File: src/rtl/sysarr_host_seq_pkg.sv
// ---------------------------------------------------------------------------
// sysarr_host_seq_pkg
// Shared definitions for the systolic-array host sequencer:
//   - host command op codes
//   - sequencer state encoding (also exported on the debug state port)
//   - fixed I/O buffer register addresses and the run-start value
//   - saturating 16-bit increment used by the run counter
// ---------------------------------------------------------------------------
package sysarr_host_seq_pkg;

    typedef enum logic [1:0] {
        OP_WRITE   = 2'd0,
        OP_READ    = 2'd1,
        OP_RUN     = 2'd2,
        OP_ILLEGAL = 2'd3
    } op_e;

    typedef enum logic [2:0] {
        ST_IDLE   = 3'd0,
        ST_WR     = 3'd1,
        ST_RD     = 3'd2,
        ST_RUN_ST = 3'd3,
        ST_GAP    = 3'd4,
        ST_POLL   = 3'd5,
        ST_RESP   = 3'd6
    } state_e;

    // I/O buffer register map
    localparam logic [15:0] ADR_STATUS    = 16'hFFF0;  // write 1 = start, bit0 read = running
    localparam logic [15:0] ADR_MAX_COUNT = 16'hFFF1;
    localparam logic [15:0] ADR_RUN_COUNT = 16'hFFF2;

    localparam logic [15:0] RUN_START_VAL = 16'h0001;
    localparam logic [15:0] ABORT_DATA    = 16'hFFFF;

    function automatic logic [15:0] sat_inc16(input logic [15:0] v);
        return (v == 16'hFFFF) ? v : v + 16'd1;
    endfunction

endpackage

File: src/rtl/sysarr_host_seq_ibus_rd_timer.sv
// ---------------------------------------------------------------------------
// ibus_rd_timer
// Hold-and-sample ibus read engine shared by the plain read and the status
// poll. A start pulse launches a read: ren and radr are held stable for
// RD_LAT+1 cycles and ibus read data is sampled in the last of them.
//
// Ports
//   clk, rst        clock, asynchronous active-high reset
//   start_i         launch a read at the next edge (only while idle)
//   abort_i         drop the strobe at the next edge, no sample taken
//   adr_i           address captured on start
//   rdata_i         ibus read data
//   ren_o, radr_o   registered read strobe and address (0 when idle)
//   done_o          high during the final (sampling) cycle of a read
//   data_o          read data: live bus data in the sampling cycle,
//                   otherwise the last sampled value
// ---------------------------------------------------------------------------
module ibus_rd_timer #(
    parameter int RD_LAT = 2
) (
    input  logic        clk,
    input  logic        rst,
    input  logic        start_i,
    input  logic        abort_i,
    input  logic [15:0] adr_i,
    input  logic [15:0] rdata_i,
    output logic        ren_o,
    output logic [15:0] radr_o,
    output logic        done_o,
    output logic [15:0] data_o
);

    localparam int CW = (RD_LAT < 1) ? 1 : $clog2(RD_LAT + 1);
    localparam logic [CW-1:0] LAST = CW'(RD_LAT);

    logic          ren_q;
    logic [15:0]   radr_q;
    logic [CW-1:0] cnt_q;
    logic [15:0]   sample_q;

    assign done_o = ren_q && (cnt_q == LAST);
    assign ren_o  = ren_q;
    assign radr_o = radr_q;
    // The caller consumes the sample in the same cycle it is taken, so the
    // live bus value is forwarded during the sampling cycle.
    assign data_o = done_o ? rdata_i : sample_q;

    always_ff @(posedge clk or posedge rst) begin
        if (rst) begin
            ren_q    <= 1'b0;
            radr_q   <= 16'h0000;
            cnt_q    <= '0;
            sample_q <= 16'h0000;
        end else if (abort_i) begin
            ren_q  <= 1'b0;
            radr_q <= 16'h0000;
            cnt_q  <= '0;
        end else if (start_i) begin
            ren_q  <= 1'b1;
            radr_q <= adr_i;
            cnt_q  <= '0;
        end else if (done_o) begin
            ren_q    <= 1'b0;
            radr_q   <= 16'h0000;
            cnt_q    <= '0;
            sample_q <= rdata_i;
        end else if (ren_q) begin
            cnt_q <= cnt_q + 1'b1;
        end
    end

endmodule

File: src/rtl/sysarr_host_seq.sv
// ---------------------------------------------------------------------------
// sysarr_host_seq
// Host command sequencer for the systolic array I/O buffer. Accepts one host
// command at a time (write, read, run, illegal), performs the ibus accesses,
// and returns a single response.
//
// A run writes the start value to the status register, then alternates a
// POLL_GAP idle gap with a status read until bit0 clears (response data =
// run cycle count) or the run counter reaches TIMEOUT (abort, data FFFF,
// err 1).
//
// Handshakes: a transfer happens on a rising edge where valid and ready are
// both high. cmd_ready is high only in IDLE; resp_valid is high only in
// RESP, and the response payload holds until resp_ready is seen.
//
// Ports
//   clk, rst                      clock, asynchronous active-high reset
//   cmd_valid/ready/op/adr/data   host command channel
//   resp_valid/ready/data/err     host response channel
//   ibus_ren, ibus_radr           ibus read strobe/address (from the timer)
//   ibus_wen, ibus_wadr, ibus_wdata  ibus write strobe/address/data
//   ibus_rdata                    ibus read data
//   busy                          high outside IDLE
//   dbg_state                     current sequencer state
// ---------------------------------------------------------------------------
module sysarr_host_seq
    import sysarr_host_seq_pkg::*;
#(
    parameter int          RD_LAT   = 2,
    parameter int          POLL_GAP = 4,
    parameter logic [15:0] TIMEOUT  = 16'hFFFF
) (
    input  logic        clk,
    input  logic        rst,
    input  logic        cmd_valid,
    output logic        cmd_ready,
    input  logic [1:0]  cmd_op,
    input  logic [15:0] cmd_adr,
    input  logic [15:0] cmd_data,
    output logic        resp_valid,
    input  logic        resp_ready,
    output logic [15:0] resp_data,
    output logic        resp_err,
    output logic        ibus_ren,
    output logic        ibus_wen,
    output logic [15:0] ibus_radr,
    output logic [15:0] ibus_wadr,
    output logic [15:0] ibus_wdata,
    input  logic [15:0] ibus_rdata,
    output logic        busy,
    output state_e      dbg_state
);

    localparam logic [15:0] GAP_LAST = 16'(POLL_GAP - 1);

    state_e      state_q;
    logic        wen_q;
    logic [15:0] wadr_q;
    logic [15:0] wdata_q;
    logic        resp_valid_q;
    logic [15:0] resp_data_q;
    logic        resp_err_q;
    logic [15:0] run_cnt_q;
    logic [15:0] gap_cnt_q;

    logic        run_timeout;
    logic        gap_last;
    logic        rd_start;
    logic        rd_abort;
    logic [15:0] rd_adr;
    logic        rd_done;
    logic [15:0] rd_data;

    assign run_timeout = (run_cnt_q >= TIMEOUT);
    assign gap_last    = (gap_cnt_q == GAP_LAST);

    // A read is launched straight from IDLE for a read command, or from the
    // last GAP cycle for a status poll (unless the run has just timed out).
    assign rd_start = ((state_q == ST_IDLE) && cmd_valid && (cmd_op == OP_READ)) ||
                      ((state_q == ST_GAP) && !run_timeout && gap_last);
    assign rd_adr   = (state_q == ST_IDLE) ? cmd_adr : ADR_STATUS;
    // A timeout mid-poll drops the read strobe on the same edge we leave POLL.
    assign rd_abort = (state_q == ST_POLL) && run_timeout;

    ibus_rd_timer #(
        .RD_LAT (RD_LAT)
    ) u_rd_timer (
        .clk     (clk),
        .rst     (rst),
        .start_i (rd_start),
        .abort_i (rd_abort),
        .adr_i   (rd_adr),
        .rdata_i (ibus_rdata),
        .ren_o   (ibus_ren),
        .radr_o  (ibus_radr),
        .done_o  (rd_done),
        .data_o  (rd_data)
    );

    always_ff @(posedge clk or posedge rst) begin
        if (rst) begin
            state_q      <= ST_IDLE;
            wen_q        <= 1'b0;
            wadr_q       <= 16'h0000;
            wdata_q      <= 16'h0000;
            resp_valid_q <= 1'b0;
            resp_data_q  <= 16'h0000;
            resp_err_q   <= 1'b0;
            run_cnt_q    <= 16'h0000;
            gap_cnt_q    <= 16'h0000;
        end else begin
            case (state_q)
                ST_IDLE: begin
                    if (cmd_valid) begin
                        case (op_e'(cmd_op))
                            OP_WRITE: begin
                                state_q <= ST_WR;
                                wen_q   <= 1'b1;
                                wadr_q  <= cmd_adr;
                                wdata_q <= cmd_data;
                            end
                            OP_READ: begin
                                state_q <= ST_RD;
                            end
                            OP_RUN: begin
                                state_q <= ST_RUN_ST;
                                wen_q   <= 1'b1;
                                wadr_q  <= ADR_STATUS;
                                wdata_q <= RUN_START_VAL;
                            end
                            default: begin
                                state_q      <= ST_RESP;
                                resp_valid_q <= 1'b1;
                                resp_data_q  <= 16'h0000;
                                resp_err_q   <= 1'b1;
                            end
                        endcase
                    end
                end

                ST_WR: begin
                    wen_q        <= 1'b0;
                    wadr_q       <= 16'h0000;
                    wdata_q      <= 16'h0000;
                    state_q      <= ST_RESP;
                    resp_valid_q <= 1'b1;
                    resp_data_q  <= 16'h0000;
                    resp_err_q   <= 1'b0;
                end

                ST_RD: begin
                    if (rd_done) begin
                        state_q      <= ST_RESP;
                        resp_valid_q <= 1'b1;
                        resp_data_q  <= rd_data;
                        resp_err_q   <= 1'b0;
                    end
                end

                ST_RUN_ST: begin
                    wen_q     <= 1'b0;
                    wadr_q    <= 16'h0000;
                    wdata_q   <= 16'h0000;
                    run_cnt_q <= 16'h0000;
                    gap_cnt_q <= 16'h0000;
                    state_q   <= ST_GAP;
                end

                ST_GAP: begin
                    run_cnt_q <= sat_inc16(run_cnt_q);
                    if (run_timeout) begin
                        state_q      <= ST_RESP;
                        resp_valid_q <= 1'b1;
                        resp_data_q  <= ABORT_DATA;
                        resp_err_q   <= 1'b1;
                    end else if (gap_last) begin
                        state_q <= ST_POLL;
                    end else begin
                        gap_cnt_q <= gap_cnt_q + 16'd1;
                    end
                end

                ST_POLL: begin
                    run_cnt_q <= sat_inc16(run_cnt_q);
                    if (run_timeout) begin
                        state_q      <= ST_RESP;
                        resp_valid_q <= 1'b1;
                        resp_data_q  <= ABORT_DATA;
                        resp_err_q   <= 1'b1;
                    end else if (rd_done) begin
                        if (!rd_data[0]) begin
                            state_q      <= ST_RESP;
                            resp_valid_q <= 1'b1;
                            resp_data_q  <= run_cnt_q;
                            resp_err_q   <= 1'b0;
                        end else begin
                            state_q   <= ST_GAP;
                            gap_cnt_q <= 16'h0000;
                        end
                    end
                end

                ST_RESP: begin
                    if (resp_ready) begin
                        state_q      <= ST_IDLE;
                        resp_valid_q <= 1'b0;
                        resp_data_q  <= 16'h0000;
                        resp_err_q   <= 1'b0;
                    end
                end

                default: begin
                    state_q <= ST_IDLE;
                end
            endcase
        end
    end

    // cmd_ready is gated by rst so every output reads 0 while reset is held.
    assign cmd_ready  = (state_q == ST_IDLE) && !rst;
    assign busy       = (state_q != ST_IDLE);
    assign dbg_state  = state_q;
    assign ibus_wen   = wen_q;
    assign ibus_wadr  = wadr_q;
    assign ibus_wdata = wdata_q;
    assign resp_valid = resp_valid_q;
    assign resp_data  = resp_data_q;
    assign resp_err   = resp_err_q;

endmodule

File: config.mk
export PLATFORM = sky130hd
export DESIGN_NAME = sysarr_host_seq
export DESIGN_NICKNAME = d
export VERILOG_FILES = /design/src/rtl/sysarr_host_seq_pkg.sv /design/src/rtl/sysarr_host_seq_ibus_rd_timer.sv /design/src/rtl/sysarr_host_seq.sv
export SDC_FILE = /design/constraint.sdc
export NUM_CORES = 1
export LEC_CHECK = 0
export ABC_AREA = 1
export BUFFER_PORTS_ARGS = -buffer_cell sky130_fd_sc_hd__buf_2
export CORE_MARGIN = 2
export CORE_UTILIZATION = 60
export CTS_CLUSTER_DIAMETER = 50
export CTS_CLUSTER_SIZE = 28
export DETAILED_ROUTE_END_ITERATION = 8
export HOLD_SLACK_MARGIN = 0.03
export MAX_ROUTING_LAYER = met4
export PLACE_DENSITY = 0.95
export SLEW_MARGIN = 40
export SYNTH_ARGS = -nofsm -noshare
export SYNTH_HDL_FRONTEND = slang
export SYNTH_SLANG_ARGS = --single-unit
File: constraint.sdc
create_clock -name clk -period 7.72 [get_ports clk]
set_input_delay 1.158 -clock clk [delete_from_list [all_inputs] [get_ports clk]]
set_output_delay 1.158 -clock clk [all_outputs]
set_load 0.03 [all_outputs]
==> metrics.md, run 1 <==
| Metric | Value |
|---|---|
| Kind of critical path | reg -> out |
| Clock Path Buffers | 2 |
| Flop pwr share | 0.302 |
| CTS buffer count | 17 |
| Crit path capture type | primary output |
| Root Driver | clkbuf_8 |
| Initial antenna violation count | 0 |
| Worst VDD drop | 0.4003 mV |
| Worst Reg-to-Reg Cells | 8 |
| GRT Total Usage | 0.3502 |
| Largest net degree at the start of global routing | 66 |
| Worst relative slew slack | 0.4415 |
| Die H | 107.1 um |
| Top post-synthesis cells by area | dfrtp_1 (48%), nand2_1 (15%), nand3_1 (5.7%), inv_1 (4.6%), o22ai_1 (3.6%) |
| Fillers | 659 |
| Worst Clk Skew | 10.54 ps |
| Register area | 3028 um^2 |
| Seq cells post-synth | 121 |
| Final Hold Viols | 0 |
| Port bufs | 126 |
| DR iter-0 viols | 840 |
| Post-Syn Area | 6372 um^2 |
| DPL Wire Length | 11.67 mm |
| WP data arrival | 1860 ps |
| Postcts setup bufs | 0 |
| Vias in the first global route | 6238 |
| Clk_lat worst skew | 530 ps |
| Vias per cell | 6.059 |
| Core Footprint | 10320 um^2 |
| Post-CTS Hold Buffers | 0 |
| First-pass GRT wire length | 30.75 mm |
| YS warnings | 0 |
| Final period utilization | 0.3906 |
| Switch Pwr | 1.580 mW |
| Mapped Cells | 815 |
| Num rows | 37 |
| DRC errors left | 0 |
| DIE AREA | 11460 um^2 |
| Ys flop type | dfrtp_1 |
| Multi-input gate area | 2836 um^2 |
| Final ANT Viol Nets | 0 |
| Leak Pwr | 3.941 nW |
| Final wirelength | 19.03 mm |
| Post-synth top area share | 0.4752 |
| Fraction of layout cells with a size suffix above 1 | 0.2117 |
| Final Critical Period | 3015 ps |
| Ys async rst share | 1.000 |
| Post-synth EDFFs | 0 |
| Horiz. Die Dim | 107.1 um |
| CTS tree | yes |
| Synth cell types | 35 |
| MaxCap Viol Count | 0 |
| Gr ovfl total | 0 |
| Area grow syn2layout | 19.42% |
| Register area share after synthesis | 0.4752 |
| Hold path cells | 2 |
| Sw Share | 0.4714 |
| Clk sink count | 121 |
| WL per Instance | 17.69 um |
| F_max | 331.7 MHz |
| DR pass1 iterations | 9 |
| Setup_tns | 0 ps |
| Top-count cell post-synth | nand2_1 |
| Syn nets | 871 |
| H-tree Lvls | 4 |
| CP Launch Type | register |
| Critical Path RT | 6560 ps |
| Vias after detailed routing | 6520 |
| CTS clock-pin slew for the worst setup and hold paths | 60 ps |
| RSZ-0062 raised after global routing | false |
| Post-Place Cells | 1044 |
| Routability cong. | 0.9700 |
| Non-filler cells, final | 1076 |
| CP Max Fanout | 17 |
| Final Setup Violations | 0 |
| Synth cell count leaders | nand2_1 (250), dfrtp_1 (121), inv_1 (78) |
| Hold Slack | 472.7 ps |
| Initial Util | 0.6173 |
| Resized Gates After CTS | 0 |
| Outcome | finished, final reports clean |
| Slew @ Worst Pin | 836.9 ps |
| Area leader, netlist | dfrtp_1 |
| Nets | 983 |
| Worst hold path type | reg -> reg |
| I/O Pins | 127 |
| Clock Power Share | 0.238 |
| Avg Cell Area, Syn | 7.819 um^2 |
| P_int | 1.771 mW |
| PD cells | 440.3 nW/um^2 |
| Logic pwr share | 0.460 |
| Final Max Tran Viols | 0 |
| Final antenna diode count | 0 |
per-stage QoR:
step	total power [mW]	instance area [um^2]	setup WS, ps	utilization
after floorplan	2.114	6372	3348	-
after global placement	2.415	7012	4597	0.6792
after detailed placement	2.473	7014	4506	0.6794
after CTS	3.315	7605	4761	0.7366
after global routing	3.516	7610	4617	0.7371
final	3.351	7610	4705	0.7371
logic make-up (layout without fill, tap and decap cells):
kind of cell               after synthesis  after routing  share of synthesized area
and+or+nand+nor                        451            451                     0.3204
buffers and inverters                  122            247                    0.08050
DFF                                    121            121                     0.4752
AOI/OAI and AO/OA                      101            101                    0.09523
xor gates and xnor gates                18             18                    0.02474
adders and majority gates                2              2                   0.003926
power groups by stage:
stage / clock network (mW) / registers [mW] / logic, mW
after detailed placement: 0 / 0.998 / 1.48
after global placement: 0 / 0.989 / 1.43
after global routing: 0.832 / 1.03 / 1.65
final: 0.798 / 1.01 / 1.54
after floorplan: 0 / 1.29 / 0.822
after CTS: 0.799 / 1.00 / 1.51
routing by layer:
metal | vias up | wire, um | GRT usage
met5 | - | 0 | -
met4 | 0 | 1031 | 0.1911
met2 | 512 | 8832 | 0.5258
met3 | 125 | 1944 | 0.09119
met1 | 2992 | 7225 | 0.4347
li1 | 2891 | - | -
flip-flops by register name (all words and copies together) (netlist names):
| name | cells |
|---|---|
| ibus_wdata | 16 |
| u_rd_timer.sample_q | 16 |
| ibus_wadr | 16 |
| ibus_wen | 1 |
| resp_data | 16 |
| u_rd_timer.ren_o | 1 |
| run_cnt_q | 16 |
| resp_valid | 1 |
| u_rd_timer.radr_o | 16 |
| u_rd_timer.cnt_q | 2 |
| dbg_state | 3 |
| resp_err | 1 |
| gap_cnt_q | 16 |
critical path, stage by stage (launching register included):
cell and delay (ps):
dfrtp_1 510, nor2_2 200, nand2_2 200, nor2_1 200, buf_2 220
final cells by class:
type | instances | area share
multi-input combinational | 572 | 0.3727
inverter | 85 | 0.04258
clock inverter | 14 | 0.02269
clock buffer | 18 | 0.05492
sequential | 121 | 0.3979
timing repair buffer | 130 | 0.08681
tap | 136 | 0.02236
cell usage in the layout (no fill, tap or decap), types with 28 or more instances in the layout:
cell type and count:
nor2_1 57, buf_2 126, nand3_1 72, o21ai_0 37, dfrtp_1 121, o22ai_1 37
inv_1 77, nand4_1 28, nand2_1 250
worst paths after layout:
path / to / slack, ps / start
max in group asynchronous: u_rd_timer.radr_o[6]$_DFFE_PP0P_ / 5800 / rst
worst min-delay path: resp_data[14]$_DFFE_PP0P_ / 470 / resp_data[14]$_DFFE_PP0P_
min in group asynchronous: ibus_wdata[7]$_DFFE_PP0P_ / 720 / rst
worst max-delay path: cmd_ready / 4700 / dbg_state[0]$_DFFE_PP0P_
worst max register to register: ibus_wdata[10]$_DFFE_PP0P_ / 4980 / dbg_state[0]$_DFFE_PP0P_
worst min register to register: resp_data[14]$_DFFE_PP0P_ / 470 / resp_data[14]$_DFFE_PP0P_
Power figures use the tool's default switching activity.
==> inputs of run 2 (changes only) <==
CORE_UTILIZATION = 50   (was 60)
PLACE_DENSITY = 0.87   (was 0.95)
clock period = 2.7 ns   (was 7.72 ns; I/O delays follow)
==> run 2 against run 1 <==
Net effect:
- design area grew 1.7%
- global-route usage shrank 8.7 points
- highest routed layer unchanged
- largest cell class unchanged
- largest power group unchanged
- sequential share of layout area shrank 0.67 points
- register-to-register slack lost 4700 ps
- final cell count grew 3.8%
- clock skew grew 0.57 ps
- non-clock buffer count grew 5
- via count shrank 6.6%
- critical path depth grew 6
- sequential power grew to 2.8 times the previous value
==> metrics.md, run 2 (synthesized netlist as in run 1, its figures left out) <==
| Metric | Value |
|---|---|
| Worst VDD drop | 0.8262 mV (+110%) |
| Critical Path Max Stage Delay | 460 ps (-50 ps) |
| Setup WS post-layout | 275.7 ps (-4429 ps) |
| CP Max Fanout | 36 (+19) |
| Pre-CTS WS | 380.6 ps (-4125 ps) |
| First-pass GRT wire length | 27.04 mm (-12%) |
| Clock Power Share | 0.242 (+0.004) |
| Horiz. Die Dim | 116.9 um (+9.2%) |
| Initial antenna violation count | 0 (unchanged) |
| Switch Pwr | 4.356 mW (+180%) |
| DPL Wire Length | 11.65 mm (-0.16%) |
| Final wirelength | 17.31 mm (-9.1%) |
| DR pass1 iterations | 5 (-4) |
| Postcts setup bufs | 0 (unchanged) |
| P_int | 5.142 mW (+190%) |
| Commonest non-fill, non-tap cell in the layout | nand2_1 |
| H-tree Lvls | 4 (unchanged) |
| Final Hold Viols | 0 (unchanged) |
| Final antenna diode count | 0 (unchanged) |
| Final ANT Viol Nets | 0 (unchanged) |
| Buf+Inv Stages, Crit Path | 1 (unchanged) |
| CP Launch Type | register |
| Vias after detailed routing | 6091 (-6.6%) |
| WL per Instance | 15.49 um (-12%) |
| Total Power | 9.498 mW (+180%) |
| CTS tree | yes |
| Clk sink count | 121 (unchanged) |
| Hold path cells | 3 (+1) |
| DRC errors left | 0 (unchanged) |
| Worst relative slew slack | 0.4886 (+0.04715) |
| Clk_lat worst skew | 430 ps (-100 ps) |
| Reg2Reg Setup Slack | 280 ps (-4700 ps) |
| DP Area | 7108 um^2 (+1.3%) |
| Initial Util | 0.5091 (-0.1082) |
| CP Cell Sequence | ha_1 -> nand2_1 -> nor2_2 -> nand2_4 -> nor2_8 -> nor2_2 -> nor2_8 -> inv_2 -> o21ai_0 -> nand2_1 |
| Kind of critical path | reg -> reg |
| Crit-path leading delay family | simple AND/OR/NAND/NOR gates |
| DIE AREA | 13660 um^2 (+19%) |
| Final Cell Area | 7740 um^2 (+1.7%) |
| CTS buffer count | 17 (unchanged) |
| Slowest-stage cell, CP | dfrtp_1 |
| Setup_tns | 0 ps (unchanged) |
| Commonest cells after routing, fill and taps aside | nand2_1 (250), buf_2 (126), dfrtp_1 (121) |
| Final Setup Violations | 0 (unchanged) |
| Final Max Tran Viols | 0 (unchanged) |
| I/O Pins | 127 (unchanged) |
| Worst R2R End | u_rd_timer.radr_o[15]$_DFFE_PP0P_ |
| Routability cong. | 0.9561 (-1.4%) |
| Worst hold path type | in -> reg |
| Flop pwr share | 0.301 (about the same) |
| WP data arrival | 2720 ps (+860 ps) |
| PD cells | 1227 nW/um^2 (+180%) |
| Worst Clk Skew | 11.11 ps (+0.5728 ps) |
| Final Critical Period | 2424 ps |
| Fraction of layout cells with a size suffix above 1 | 0.2127 (+0.0009963) |
| GRT Total Usage | 0.2631 (-0.08708) |
| Die H | 116.9 um (+9.2%) |
| Root Driver | clkbuf_16 |
| Vias in the first global route | 5458 (-13%) |
| F_max | 412.5 MHz |
| Clock Path Buffers | 2 (unchanged) |
| Final period utilization | 0.8979 |
| DR iter-0 viols | 745 (-11%) |
| MaxCap Viol Count | 0 (unchanged) |
| RSZ-0062 raised after global routing | false |
| Largest net degree at the start of global routing | 55 (-17%) |
| Num rows | 41 (+11%) |
| Sw Share | 0.4586 (-0.01281) |
| Min-delay src | cmd_data[8] |
| Logic pwr share | 0.457 (-0.003) |
| Slew @ Worst Pin | 766.2 ps (-70.65 ps) |
| Vias per cell | 5.453 (-10%) |
| Crit path capture type | register |
| Worst Reg-to-Reg Cells | 10 (+2) |
| Gr ovfl total | 0 (unchanged) |
| Reg2Reg Launch Point | run_cnt_q[0]$_DFFE_PP0P_ |
| Core Footprint | 12520 um^2 (+21%) |
| Fillers | 1034 (+57%) |
| Outcome | finished, final reports clean |
| Critical Path RT | 3000 ps (-3560 ps) |
| Worst Hold End | ibus_wdata[8]$_DFFE_PP0P_ |
| CTS clock-pin slew for the worst setup and hold paths | 60 ps (about the same) |
| Area grow syn2layout | 21.46% |
| Port bufs | 126 (unchanged) |
| Nets | 988 (+0.51%) |
| Leak Pwr | 3.987 nW (+1.2%) |
[run 2: cell type report]
| cell class | count | area [um^2] | share of cell area |
|---|---|---|---|
| clock buffers | 20 | 446.7 | 0.05771 |
| inverters | 85 | 322.8 | 0.04171 |
| flip-flops and latches | 121 | 3028 | 0.3912 |
| clock inverters | 12 | 150.1 | 0.01940 |
| well taps | 172 | 215.2 | 0.02780 |
| multi-input cells | 572 | 2839 | 0.3668 |
| repair buffers | 135 | 738.2 | 0.09538 |
[run 2: how the worst max path moves through the flow]
stage	start	to	slack (ps)	cells after the start
after floorplan	dbg_state[0]$_DFFE_PP0P_	cmd_ready	610	5
after global placement	run_cnt_q[0]$_DFFE_PP0P_	gap_cnt_q[13]$_DFFE_PP0P_	320	9
after detailed placement	dbg_state[1]$_DFFE_PP0P_	u_rd_timer.radr_o[8]$_DFFE_PP0P_	380	9
after CTS	dbg_state[1]$_DFFE_PP0P_	u_rd_timer.radr_o[15]$_DFFE_PP0P_	300	9
after global routing	run_cnt_q[0]$_DFFE_PP0P_	u_rd_timer.radr_o[15]$_DFFE_PP0P_	120	10
final	run_cnt_q[0]$_DFFE_PP0P_	u_rd_timer.radr_o[15]$_DFFE_PP0P_	280	10
[run 2: per-layer routing]
layer,GRT usage,routed length [um],up-vias
met5,-,0,-
met4,0.09020,464,0
met3,0.07209,1366,42
met2,0.3973,8153,300
met1,0.3448,7321,2845
li1,-,-,2904
[run 2: power by group through the flow]
stage	sequential (mW)	combinational [mW]	clock [mW]
CTS	2.84	4.31	2.30
global placement	2.81	4.15	0
finish	2.86	4.34	2.30
detailed placement	2.85	4.26	0
floorplan	3.69	2.35	0
global route	2.91	4.75	2.39
[run 2: repair_timing]
| item | 4_1_cts | 5_1_grt |
|---|---|---|
| hold buffers | 0 | 1 |
| endpoints found under the setup margin | 0 | 1 |
| gates resized for setup | 0 | 1 |
| endpoints found under the hold margin | 0 | 8 |
[run 2: through the flow]
| stage | cells | hold WS [ps] | utilization |
|---|---|---|---|
| 6_report | 1117 | 234.6 | 0.6184 |
| 5_1_grt | 1117 | 243.2 | 0.6184 |
| 4_1_cts | 1115 | 146.9 | 0.6156 |
| 3_5_place_dp | 1083 | 456.9 | 0.5679 |
| 3_3_place_gp | 1083 | 450.5 | 0.5677 |
| 2_1_floorplan | 815 | 441.9 | - |
[run 2: worst reg2reg max path, delay by kind of cell (launching register included)]
kind | cells | cell delay [ps]
buffers and inverters | 1 | 240
flip-flops | 1 | 460
adder cells (fa/ha/maj) | 1 | 220
AO/OA/AOI/OAI | 1 | 160
AND/OR/NAND/NOR | 7 | 1210
